==> config.mk <==
export PLATFORM = sky130hd
export DESIGN_NAME = permutation_ctrl
export DESIGN_NICKNAME = d
export VERILOG_FILES = /design/src/rtl/permutation_ctrl.sv
export SDC_FILE = /design/constraint.sdc
export NUM_CORES = 1
export LEC_CHECK = 0
export BUFFER_PORTS_ARGS = -buffer_cell sky130_fd_sc_hd__buf_2
export CORE_AREA = 4 4 41 43
export CTS_BUF_LIST = sky130_fd_sc_hd__clkbuf_2
export DETAILED_ROUTE_END_ITERATION = 7
export DIE_AREA = 0 0 45 47
export PLACE_DENSITY = 0.59
export RECOVER_POWER = 100
export SETUP_SLACK_MARGIN = 0.1
export SKIP_LAST_GASP = 1
export SLEW_MARGIN = 10
export SYNTH_ARGS = -nofsm -noshare
export SYNTH_HDL_FRONTEND = slang
export SYNTH_SLANG_ARGS = --single-unit
==> constraint.sdc <==
create_clock -name clock_i -period 2.1 [get_ports clock_i]
set_input_delay 0.42 -clock clock_i [delete_from_list [all_inputs] [get_ports clock_i]]
set_output_delay 0.42 -clock clock_i [all_outputs]
set_load 0.05 [all_outputs]
==> src/rtl/permutation_ctrl.sv <==
// Round sequencer for the ASCON permutation: issues the initial-state load, the round
// index run for pA or pB, and a one-cycle completion pulse.
module permutation_ctrl #(
  parameter int unsigned ROUNDS_A = 12,
  parameter int unsigned ROUNDS_B = 8,
  parameter int unsigned ROUND_W  = 4
) (
  input  logic               clock_i,
  input  logic               rst_i,
  input  logic               start_i,
  input  logic               mode_i,
  input  logic               abort_i,
  output logic               init_state_o,
  output logic [ROUND_W-1:0] round_o,
  output logic               en_perm_o,
  output logic               last_round_o,
  output logic               busy_o,
  output logic               done_o
);

  if ((ROUNDS_A < 1) || (ROUNDS_A > 12) || (ROUNDS_B < 1) || (ROUNDS_B > 12) ||
      (ROUND_W < 4)) begin : gen_param_err
    $error("permutation_ctrl: ROUNDS_A/ROUNDS_B must be 1..12 and ROUND_W >= 4");
  end

  localparam logic [ROUND_W-1:0] FirstIdxA = ROUND_W'(12 - ROUNDS_A);
  localparam logic [ROUND_W-1:0] FirstIdxB = ROUND_W'(12 - ROUNDS_B);
  localparam logic [ROUND_W-1:0] LastIdx   = ROUND_W'(11);

  typedef enum logic [1:0] {StIdle, StFirst, StRun, StDone} state_e;

  state_e             state_q;
  logic [ROUND_W-1:0] cnt_q;
  logic               mode_q;
  logic               first_last;

  // Single-round configuration: the FIRST cycle is also the final round.
  assign first_last = mode_q ? (ROUNDS_B == 1) : (ROUNDS_A == 1);

  always_ff @(posedge clock_i or negedge rst_i) begin
    if (!rst_i) begin
      state_q <= StIdle;
      cnt_q   <= '0;
      mode_q  <= 1'b0;
    end else begin
      unique case (state_q)
        StIdle, StDone: begin
          if (start_i) begin
            mode_q  <= mode_i;
            cnt_q   <= mode_i ? FirstIdxB : FirstIdxA;
            state_q <= StFirst;
          end else begin
            state_q <= StIdle;
          end
        end
        StFirst: begin
          if (abort_i) begin
            state_q <= StIdle;
          end else if (first_last) begin
            state_q <= StDone;
          end else begin
            cnt_q   <= cnt_q + ROUND_W'(1);
            state_q <= StRun;
          end
        end
        StRun: begin
          if (abort_i) begin
            state_q <= StIdle;
          end else if (cnt_q == LastIdx) begin
            state_q <= StDone;
          end else begin
            cnt_q <= cnt_q + ROUND_W'(1);
          end
        end
        default: state_q <= StIdle;
      endcase
    end
  end

  // Outputs depend only on registered state and counter.
  always_comb begin
    init_state_o = 1'b0;
    round_o      = '0;
    en_perm_o    = 1'b0;
    last_round_o = 1'b0;
    busy_o       = 1'b0;
    done_o       = 1'b0;
    unique case (state_q)
      StFirst: begin
        init_state_o = 1'b1;
        round_o      = cnt_q;
        en_perm_o    = 1'b1;
        last_round_o = first_last;
        busy_o       = 1'b1;
      end
      StRun: begin
        round_o      = cnt_q;
        en_perm_o    = 1'b1;
        last_round_o = (cnt_q == LastIdx);
        busy_o       = 1'b1;
      end
      StDone: begin
        round_o = cnt_q;
        busy_o  = 1'b1;
        done_o  = 1'b1;
      end
      default: ;
    endcase
  end

endmodule

==> metrics.cfg <==
[yosys]
yosysUniqueCellTypes=27
ys_ff_latch=6
ys_seq_area_share_pct=31.5
async_flop_share_pct=100
syn_avg_cell_area_um2=9.73
synth_fp_nets=59
synth_common_cells=nor2b_1 (8), dfrtp_1 (6), ha_1 (5)
ys_warn_count=0
syn_area_um2=477
synth_ff_type=dfrtp_1
synth_edf_count=0
yosys.cell_count.top_type=nor2b_1
syn_inst=49
yosysTopAreaCellShare_pct=31.5
synth_area_leaders=dfrtp_1 (31%), ha_1 (13%), nor2b_1 (10%)
synth_largest_area_cell=dfrtp_1

[clock_tree]
cts_buffer_depth=2
clk_latency_ns=0.20
cts_hold_buf=0
cts_sinks=6
path_clk_slew_ns=0.05
numCtsBuffers=3
cts_max_level=1
cts_root_buf=clkbuf_2
cts_tree=yes

[final_layout]
num-nets-final=77
seqCellArea_um2=150
multiInputGateArea_um2=309
layout-drive-gt1-share_pct=24.6
antennaDiodeCount=0
num-fill-cells=153
syn2layout_area_growth_pct=20.2

[setup_path]
worstPathArrival_ns=1.47
cp_slowest_cell=clkbuf_1
reg2reg_to=cnt_q[0]
crit_chain=inv_1, ha_1, clkbuf_1
crit_required_ns=1.68
max_stage_delay_ns=0.48
rr_startpoint=state_q[0]
critPathLaunchType=flip-flop
crit_type=flip-flop to output port
ff2ff_path_depth=5
ff2ff_setup_slack_ns=0.43
crit_path_end_kind=output port
cp_max_fo=4

[route]
drt-initial-drc-count=2
avgViaCountPerCell=5.15
wire_per_inst_um=11.4
antenna_left=0
drt-pass1-iter-count=2
vias=412
drc_errors=0
wl_um=913

[global_routing]
gr-usage-all-layers_pct=10.4
antenna_found_initial=0
grt_pass1_wl_mm=1.56
grt_overflow_total=0
grt_max_degree=12
grt_pass1_vias=366

[floorplan]
start_util_pct=36.6
num_rows=13
die_height_um=47
die_area_um2=2120
core-area_um2=1300
die_x_um=45
ioPinCount=14

[sta]
fin_tns_setup_ns=0
worst_clock_skew_ns=0.000301
relSlewSlack_pct=60.5
period_minus_slack_ns=1.89
period_share_pct=90.0
grt_setup_unrepaired=no
finalSetupViolations=0
final_hold_viol_count=0
hold_ws_ns=0.0708
fmax_mhz=529
worst_pin_slew_ns=0.596
slew_violations=0

[placed_design]
hpwl_um=765
io_buffers=13
place_congestion=0.738

[min_path]
worstHoldPathType=primary input to asynchronous set/reset pin

[flow_run]
maxCapViolations=0

[status]
status=finished clean

[kinds of logic after synthesis]
family                   synth area share, %
flip-flops                              31.5
AND/OR/NAND/NOR                         32.8
buffers and inverters                   4.20
adder cells (fa/ha/maj)                 13.1
AO/OA/AOI/OAI                           13.1
multiplexers                            5.25
[critical path, delay by kind of cell (launching register included)]
kind | cells | cell delay (ns)
buffers and inverters | 2 | 0.56
DFF | 1 | 0.39
adders and majority gates | 1 | 0.32
[repair_timing]
action,in CTS,in global routing
setup buffers,0,0
gates resized for setup,0,2
endpoints found under the setup margin,0,1
[placed cells by master (no fill, tap or decap), drive strengths merged, types with 2 or more instances in the layout]
cell type	instances
inv	4
clkbuf	14
nor2b	8
nand3b	2
buf	3
nand3	2
o21ai	2
dfrtp	6
nand4	3
ha	5
[layout make-up]
type / count / area share, %
well taps: 15 / 3.28
flip-flops and latches: 6 / 26.2
multi-input cells: 38 / 53.9
inverters: 4 / 2.62
clock buffers: 3 / 2.62
repair buffers: 14 / 11.4
[registers in the layout, indices dropped and copies added (netlist names)]
register,count
state_q,2
cnt_q,4
[through the flow]
step	utilization [%]	setup slack, ns	cell area [um^2]	instances
6_report	44.0	0.211	573	80
5_1_grt	44.0	0.104	573	80
4_1_cts	44.4	0.126	578	80
3_5_place_dp	43.3	0.369	563	77
3_3_place_gp	43.3	0.388	563	77
2_1_floorplan	-	0.306	477	49
[worst max-delay path by stage]
stage	from	to	slack (ns)
finish	state_q[1]	en_perm_o	0.21
global placement	state_q[0]	last_round_o	0.39
floorplan	state_q[0]	cnt_q[0]	0.31
detailed placement	state_q[0]	last_round_o	0.37
CTS	state_q[0]	last_round_o	0.13
global route	state_q[0]	last_round_o	0.10
[per-layer routing]
metal	wire length (um)	GRT usage, %	up-vias
met4	23	10.5	0
li1	-	-	215
met5	0	0	-
met3	43	0	2
met1	457	14.2	184
met2	389	14.7	11
Power is not shown: default switching activity piles up to over one toggle a cycle in this logic, so the estimate is an artifact.
